==> src/rtl/axi_sram_bridge.sv <==
// AXI4 slave to single-port SRAM bridge: serialises read and write bursts
// onto a 1-cycle-latency, always-granted SRAM with fair read/write alternation.
module axi_sram_bridge #(
    parameter int unsigned AXI_ADDR_WIDTH = 32,
    parameter int unsigned AXI_DATA_WIDTH = 32,
    parameter int unsigned AXI_ID_WIDTH   = 4,
    parameter int unsigned AXI_USER_WIDTH = 1,
    parameter int unsigned MEM_ADDR_WIDTH = 14
) (
    input  logic                        clk,
    input  logic                        rst_n,

    input  logic [AXI_ID_WIDTH-1:0]     aw_id,
    input  logic [AXI_ADDR_WIDTH-1:0]   aw_addr,
    input  logic [7:0]                  aw_len,
    input  logic [2:0]                  aw_size,
    input  logic [1:0]                  aw_burst,
    input  logic [AXI_USER_WIDTH-1:0]   aw_user,
    input  logic                        aw_valid,
    output logic                        aw_ready,

    input  logic [AXI_DATA_WIDTH-1:0]   w_data,
    input  logic [AXI_DATA_WIDTH/8-1:0] w_strb,
    input  logic                        w_last,
    input  logic [AXI_USER_WIDTH-1:0]   w_user,
    input  logic                        w_valid,
    output logic                        w_ready,

    output logic [AXI_ID_WIDTH-1:0]     b_id,
    output logic [1:0]                  b_resp,
    output logic [AXI_USER_WIDTH-1:0]   b_user,
    output logic                        b_valid,
    input  logic                        b_ready,

    input  logic [AXI_ID_WIDTH-1:0]     ar_id,
    input  logic [AXI_ADDR_WIDTH-1:0]   ar_addr,
    input  logic [7:0]                  ar_len,
    input  logic [2:0]                  ar_size,
    input  logic [1:0]                  ar_burst,
    input  logic [AXI_USER_WIDTH-1:0]   ar_user,
    input  logic                        ar_valid,
    output logic                        ar_ready,

    output logic [AXI_ID_WIDTH-1:0]     r_id,
    output logic [AXI_DATA_WIDTH-1:0]   r_data,
    output logic [1:0]                  r_resp,
    output logic                        r_last,
    output logic [AXI_USER_WIDTH-1:0]   r_user,
    output logic                        r_valid,
    input  logic                        r_ready,

    output logic                        mem_req_o,
    output logic                        mem_we_o,
    output logic [MEM_ADDR_WIDTH-1:0]   mem_addr_o,
    output logic [AXI_DATA_WIDTH-1:0]   mem_wdata_o,
    output logic [AXI_DATA_WIDTH/8-1:0] mem_be_o,
    input  logic [AXI_DATA_WIDTH-1:0]   mem_rdata_i
);

    typedef enum logic [2:0] {
        IDLE,
        WRITE,
        WRESP,
        RREQ,
        RDATA
    } state_t;

    localparam logic [1:0] BURST_FIXED = 2'b00;
    localparam logic [1:0] RESP_OKAY   = 2'b00;
    localparam logic [1:0] RESP_SLVERR = 2'b10;

    state_t                      state_q, state_d;
    logic                        rd_prio_q;
    logic [AXI_ID_WIDTH-1:0]     id_q;
    logic [AXI_ADDR_WIDTH-1:0]   addr_q;
    logic [7:0]                  len_q;
    logic [7:0]                  beat_q;
    logic [2:0]                  size_q;
    logic [1:0]                  burst_q;
    logic                        err_q;
    logic                        rd_first_q;
    logic [AXI_DATA_WIDTH-1:0]   rdata_q;

    logic                        aw_hs;
    logic                        ar_hs;
    logic                        w_hs;
    logic                        r_hs;
    logic                        last_beat;
    logic [AXI_ADDR_WIDTH-1:0]   addr_next;
    logic                        unused_inputs;

    function automatic logic [2:0] clamp_size(input logic [2:0] size);
        return (size > 3'd2) ? 3'd2 : size;
    endfunction

    // Only one ready can be high when both address valids are present.
    assign aw_ready  = (state_q == IDLE) && !(ar_valid && rd_prio_q);
    assign ar_ready  = (state_q == IDLE) && !(aw_valid && !rd_prio_q);
    assign aw_hs     = aw_valid && aw_ready;
    assign ar_hs     = ar_valid && ar_ready && !aw_hs;
    assign w_hs      = (state_q == WRITE) && w_valid;
    assign r_hs      = (state_q == RDATA) && r_ready;
    assign last_beat = (beat_q == len_q);

    // WRAP bursts are treated as INCR.
    assign addr_next = (burst_q == BURST_FIXED) ? addr_q
                     : addr_q + (AXI_ADDR_WIDTH'(1) << size_q);

    assign mem_addr_o = addr_q[MEM_ADDR_WIDTH+1:2];
    assign b_id       = id_q;
    assign b_user     = '0;
    assign r_id       = id_q;
    assign r_resp     = RESP_OKAY;
    assign r_user     = '0;
    // SRAM data lands in the first RDATA cycle; the hold register covers stalls.
    assign r_data     = rd_first_q ? mem_rdata_i : rdata_q;

    assign unused_inputs = ^{aw_user, w_user, ar_user};

    always_comb begin
        state_d     = state_q;
        w_ready     = 1'b0;
        b_valid     = 1'b0;
        b_resp      = RESP_OKAY;
        r_valid     = 1'b0;
        r_last      = 1'b0;
        mem_req_o   = 1'b0;
        mem_we_o    = 1'b0;
        mem_wdata_o = '0;
        mem_be_o    = '0;
        case (state_q)
            IDLE: begin
                if (aw_hs)      state_d = WRITE;
                else if (ar_hs) state_d = RREQ;
            end
            WRITE: begin
                w_ready = 1'b1;
                if (w_valid) begin
                    mem_req_o   = 1'b1;
                    mem_we_o    = 1'b1;
                    mem_wdata_o = w_data;
                    mem_be_o    = w_strb;
                    if (last_beat) state_d = WRESP;
                end
            end
            WRESP: begin
                b_valid = 1'b1;
                b_resp  = err_q ? RESP_SLVERR : RESP_OKAY;
                if (b_ready) state_d = IDLE;
            end
            RREQ: begin
                mem_req_o = 1'b1;
                state_d   = RDATA;
            end
            RDATA: begin
                r_valid = 1'b1;
                r_last  = last_beat;
                if (r_ready) state_d = last_beat ? IDLE : RREQ;
            end
            default: state_d = IDLE;
        endcase
    end

    always_ff @(posedge clk or negedge rst_n) begin
        if (!rst_n) begin
            state_q    <= IDLE;
            rd_prio_q  <= 1'b0;
            id_q       <= '0;
            addr_q     <= '0;
            len_q      <= '0;
            beat_q     <= '0;
            size_q     <= '0;
            burst_q    <= '0;
            err_q      <= 1'b0;
            rd_first_q <= 1'b0;
            rdata_q    <= '0;
        end else begin
            state_q    <= state_d;
            rd_first_q <= (state_q == RREQ);
            if (rd_first_q) rdata_q <= mem_rdata_i;

            if (aw_hs) begin
                id_q      <= aw_id;
                addr_q    <= aw_addr;
                len_q     <= aw_len;
                size_q    <= clamp_size(aw_size);
                burst_q   <= aw_burst;
                beat_q    <= '0;
                err_q     <= 1'b0;
                rd_prio_q <= 1'b1;
            end else if (ar_hs) begin
                id_q      <= ar_id;
                addr_q    <= ar_addr;
                len_q     <= ar_len;
                size_q    <= clamp_size(ar_size);
                burst_q   <= ar_burst;
                beat_q    <= '0;
                err_q     <= 1'b0;
                rd_prio_q <= 1'b0;
            end

            if (w_hs) begin
                err_q <= err_q | (w_last != last_beat);
                if (!last_beat) begin
                    beat_q <= beat_q + 8'd1;
                    addr_q <= addr_next;
                end
            end

            if (r_hs && !last_beat) begin
                beat_q <= beat_q + 8'd1;
                addr_q <= addr_next;
            end
        end
    end

endmodule
==> config.mk <==
export PLATFORM = sky130hd
export DESIGN_NAME = axi_sram_bridge
export DESIGN_NICKNAME = d
export VERILOG_FILES = /design/src/rtl/axi_sram_bridge.sv
export SDC_FILE = /design/constraint.sdc
export NUM_CORES = 1
export LEC_CHECK = 0
export CAP_MARGIN = 40
export CORE_ASPECT_RATIO = 0.8
export CORE_MARGIN = 1.5
export CORE_UTILIZATION = 39
export DETAILED_ROUTE_END_ITERATION = 7
export HOLD_SLACK_MARGIN = 0.05
export PLACE_DENSITY = 0.84
export SLEW_MARGIN = 20
export SYNTH_ARGS = -nofsm -noshare
export SYNTH_HDL_FRONTEND = slang
export SYNTH_SLANG_ARGS = --single-unit
==> constraint.sdc <==
create_clock -name clk -period 3 [get_ports clk]
set_input_delay 0.3 -clock clk [delete_from_list [all_inputs] [get_ports clk]]
set_output_delay 0.3 -clock clk [all_outputs]
set_load 0.005 [all_outputs]
# Word-level counts from Yosys, hierarchy flattened
# Index checks and enable logic that the tools add are counted.
dict set report classes {
  n_lt_le_gt_ge 2
  n_bitwise 1
  eq_ne 11
  muxes 47
  shifts 1
  reduce_logical 20
  addsub 2
}
# operator n
set op_table {}
lappend op_table {{$mux 32} 9}
lappend op_table {{$mux 8} 7}
lappend op_table {{$add 32x32->32} 1}
lappend op_table {{$shl 1x3->32 const A} 1}
lappend op_table {{$mux 3} 10}
lappend op_table {{$mux 4} 4}
lappend op_table {{$pmux 3 s5} 1}
lappend op_table {{$logic_and 1x1->1} 10}
lappend op_table {{$mux 1} 10}
lappend op_table {{$mux 2} 5}
lappend op_table {{$add 8x1->8 const B} 1}
lappend op_table {{$eq 8x8->1} 1}
lappend op_table {{$ne 2x2->1 const B} 4}
lappend op_table {{$eq 3x2->1 const B} 2}
lappend op_table {{$gt 3x2->1 const B} 2}
lappend op_table {{$logic_not 1->1} 5}
lappend op_table {{$reduce_and 5->1} 1}
lappend op_table {{$eq 3x1->1 const B} 1}
lappend op_table {{$eq 3x3->1 const B} 1}
lappend op_table {{$logic_not 3->1} 1}
lappend op_table {{$ne 3x3->1 const B} 1}
lappend op_table {{$reduce_bool 3->1} 1}
lappend op_table {{$logic_not 2->1} 1}
lappend op_table {{$pmux 1 s2} 1}
lappend op_table {{other kinds (3)} 3}
dict set report totals {
  input_bits 177
  register_bits 95
  out_inout_bits 104
}

# Longest topological paths before layout
dict set report logic_depth {
  word_depth 11
  ltp_mapped 9
  mapped_depth_nobuf 8
}

# Worst setup path before layout
# No wires, ideal clock.
dict set report synth_timing {
  path_kind {register to register}
  startpoint {reg size_q[1]}
  endpoint {reg addr_q[10]}
  n_path_buf 1
  path_slack_ns 0.887
  path_stages_with_launch 10
  synth_period_minus_slack_ns 2.113
  arrival_time_ns 1.991
  path_cell_list {dfrtp_1 -> clkbuf_1 -> nor3_1 -> ha_1 -> fa_1 -> a211oi_1 -> o211ai_1 -> nand4_1 -> xor2_1 -> a21boi_1}
}
dict set report synth_via {
  elab_chain_cells 6
}
# element line_no
set synth_rtl {}
lappend synth_rtl {{from (decl)} 78} ;# logic [2:0] size_q;
lappend synth_rtl {{from (signal assigned)} 186} ;# size_q <= clamp_size(aw_size);
lappend synth_rtl {{from (signal assigned)} 195} ;# size_q <= clamp_size(ar_size);
lappend synth_rtl {{$shl 1x3->32 (*)} 107} ;# : addr_q + (AXI_ADDR_WIDTH'(1) << size_q);
lappend synth_rtl {{$add 32x32->32 (*)} 107}
lappend synth_rtl {{$mux 32 (*)} 106} ;# assign addr_next = (burst_q == BURST_FIXED) ? addr_q
lappend synth_rtl {{$mux 32} 204} ;# if (!last_beat) begin
lappend synth_rtl {{$mux 32} 202} ;# if (w_hs) begin
lappend synth_rtl {{$mux 32 (*)} 210} ;# if (r_hs && !last_beat) begin
lappend synth_rtl {{to (signal assigned)} 193} ;# addr_q <= ar_addr;
lappend synth_rtl {{to (signal assigned)} 206} ;# addr_q <= addr_next;
lappend synth_rtl {{to (signal assigned)} 212} ;# addr_q <= addr_next;
lappend synth_rtl {{to (decl)} 75} ;# logic [AXI_ADDR_WIDTH-1:0] addr_q;
# Every way passes the cells marked *; elsewhere a longest branch is shown, timed or not.
# A chain may end at the register's enable or synchronous reset.

# Final worst setup path
dict set report layout_timing {
  startpoint {reg state_q[2]}
  endpoint {out mem_wdata_o[5]}
}
dict set report layout_via {
  elab_chain_cells 2
}
# element line_no
set layout_rtl {}
lappend layout_rtl {{from (decl)} 72} ;# state_t state_q, state_d;
lappend layout_rtl {{from (signal assigned)} 178} ;# state_q <= state_d;
lappend layout_rtl {{$eq 3x1->1} 131} ;# case (state_q)
lappend layout_rtl {{$mux 32} 131}
lappend layout_rtl {{to (decl)} 55} ;# output logic [AXI_DATA_WIDTH-1:0] mem_wdata_o,
# No other way between the ends.

==> impl_metrics.env <==
export IMPL_status="finished, final reports clean"
export IMPL_ys_seq_area_share_pct=39.33
export IMPL_core_area_sq_mm=0.01239
export IMPL_finalMaxSlewViolations=0
export IMPL_synth_area_top_cells="dfrtp_1 39%, mux2_2 7.4%, mux2i_1 6.6%"
export IMPL_clk_latency_ns=0.33
export IMPL_cts_buffers=9
export IMPL_via_per_inst=5.149
export IMPL_final_min_clock_period_ns=2.511
export IMPL_ff_latch_area_sq_mm=0.001977
export IMPL_async_flop_share_pct=100.0
export IMPL_cellPowerDensity_mw_per_mm2=894.5
export IMPL_tightest_slew_ns=0.7524
export IMPL_grt_use_total_pct=21.45
export IMPL_clock_sinks=79
export IMPL_start_kind="flip-flop"
export IMPL_multi_input_area_sq_mm=0.002640
export IMPL_antenna_cells=0
export IMPL_syn_avg_cell_area_sq_um=9.684
export IMPL_io_pins=281
export IMPL_path_max_fanout=39
export IMPL_first_iter_violations=337
export IMPL_synth_seq_cells=79
export IMPL_overflow=0
export IMPL_drt_wl_total_mm=14.64
export IMPL_clk_pin_slew_ns=0.06
export IMPL_hold_violations=0
export IMPL_r2r_cells=8
export IMPL_drive_gt1_share_pct=9.178
export IMPL_nets=912
export IMPL_grt_pass1_vias=4746
export IMPL_reg2reg_slack_ns=0.65
export IMPL_h_tree_depth=3
export IMPL_nFillCells=1007
export IMPL_dp_cells=884
export IMPL_setup_worst_path_end_class="primary output"
export IMPL_worstReg2RegStart="size_q[1]"
export IMPL_r2r_end="addr_q[14]"
export IMPL_wl_per_cell_microns=16.25
export IMPL_hp_class="in -> async"
export IMPL_ctsLongestPathBuffers=2
export IMPL_synth_lib_cells_used_distinct=58
export IMPL_fmax_mhz=398.3
export IMPL_drc=0
export IMPL_synthFlopType="dfrtp_1"
export IMPL_tns_ns=0
export IMPL_fp_dieW_microns=129.9
export IMPL_first_pass_iters=4
export IMPL_grt_antenna_before_repair=0
export IMPL_grt_pass1_wl_mm=23.40
export IMPL_max_vdd_ir_drop_uv=563.1
export IMPL_syn_to_final_growth_pct=51.71
export IMPL_drv_cap=0
export IMPL_cp_data_required_time_ns=2.70
export IMPL_routabilityCongestion=0.8618
export IMPL_synth_top_area_cell="dfrtp_1"
export IMPL_layout_cells_non_filler=901
export IMPL_postSynthCellCount=519
export IMPL_tritoncts="yes"
export IMPL_rsz0062_at_grt="no"
export IMPL_clockRootBuffer="clkbuf_16"
export IMPL_skew_ns=0.008959
export IMPL_syn_area_sq_mm=0.005026
export IMPL_die_h_microns=104.5
export IMPL_finalSetupViolCount=0
export IMPL_dieArea_sq_mm=0.01358
export IMPL_synth_top_area_share_pct=39.33
export IMPL_grt_max_degree=46
export IMPL_fp_row_count=36
export IMPL_start_util_pct=40.58
export IMPL_portBuffers=240
export IMPL_postRouteAntennaNets=0
export IMPL_maxSlewHeadroom_pct=49.66
export IMPL_p_leak_nw=3.346
export IMPL_route_vias_total=4639
export IMPL_fin_crit_sh_pct=83.70
export IMPL_yosysMostFrequentCell="dfrtp_1"
export IMPL_crit_arrival_ns=2.21
export IMPL_synthTopCellsByCount="79 x dfrtp_1, 56 x nand2_1, 41 x and3_1"
export IMPL_synth_edf_count=0
export IMPL_hpwl_mm=11.07
export IMPL_ys_warn_count=0
export IMPL_timing_worst_setup_path_type="reg -> out"
[final cells by class]
cell class / instances / share of cell area, %
tap: 171 / 2.806
inverter: 8 / 0.3938
timing repair buffer: 249 / 32.56
clock inverter: 6 / 0.5579
clock buffer: 10 / 3.134
sequential: 79 / 25.93
multi-input combinational: 378 / 34.62
[through the flow]
step                      total power, mW  setup WS (ns)  util [%]  hold slack [ns]  instance area, sq um
after floorplan                     4.290         0.8867         -         0.004409                  5041
final                               6.820         0.4890     61.56           0.4692                  7625
after detailed placement            5.799         0.6968     59.20           0.2845                  7333
after CTS                           6.877         0.5055     61.56           0.4826                  7625
after global placement              5.626         0.7748     59.04           0.4762                  7313
after global routing                7.323         0.4069     61.56           0.5069                  7625
[layout by cell type (no fill, tap or decap), drive strengths merged, types with 13 or more instances in the layout]
master           n
dfrtp           79
o211ai          16
nor2            18
xnor2           15
mux2i           33
nand2           56
a21oi           13
o21ai           33
clkdlybuf4s50  239
mux2            33
and3            41
nand3           22
[timing repair]
action,4_1_cts,5_1_grt
hold buffers,1,0
resized for setup,0,0
setup buffers,0,0
endpoints found under the hold margin,34,0
[flip-flops by register name, summed over array words and instances, names as in the netlist]
signal	cells
addr_q	16
b_id	4
beat_q	8
burst_q	2
err_q	1
len_q	8
rd_first_q	1
rd_prio_q	1
rdata_q	32
size_q	3
state_q	3
[worst max-delay path by stage]
stage,from,endpoint
2_1_floorplan,size_q[1],addr_q[10]
3_3_place_gp,w_valid,mem_wdata_o[5]
3_5_place_dp,size_q[1],addr_q[14]
4_1_cts,state_q[2],mem_wdata_o[5]
5_1_grt,state_q[2],mem_wdata_o[5]
6_report,state_q[2],mem_wdata_o[5]
[layer usage]
layer,global-route usage (%),routed length [microns],vias up
li1,-,-,2241
met1,25.94,6019,2203
met2,37.49,7449,175
met3,6.042,985,20
met4,5.079,187,0
met5,0,0,-
[cell families after synthesis]
family,synth area share [%]
AO/OA/AOI/OAI,14.07
XOR/XNOR,3.311
adder cells (fa/ha/maj),2.639
buffers and inverters,8.464
flip-flops,39.33
multiplexers,13.97
other,0.07461
AND/OR/NAND/NOR,18.15
[where the power goes]
part	leakage (nW)	total, mW	internal [mW]	switching [mW]
sequential	0.967	1.97	1.57	0.405
clock	0.135	1.02	0.585	0.436
combinational	2.24	3.83	2.18	1.64
total	3.35	6.82	4.34	2.48
[worst max-delay path, cell delays in order (launching register included)]
cell and delay, ns:
dfrtp_1 0.48, nand2b_4 0.21, nor2_1 0.09, buf_4 0.32, and3_1 0.24, clkdlybuf4s50_1 0.53
Power figures use the tool's default switching activity.
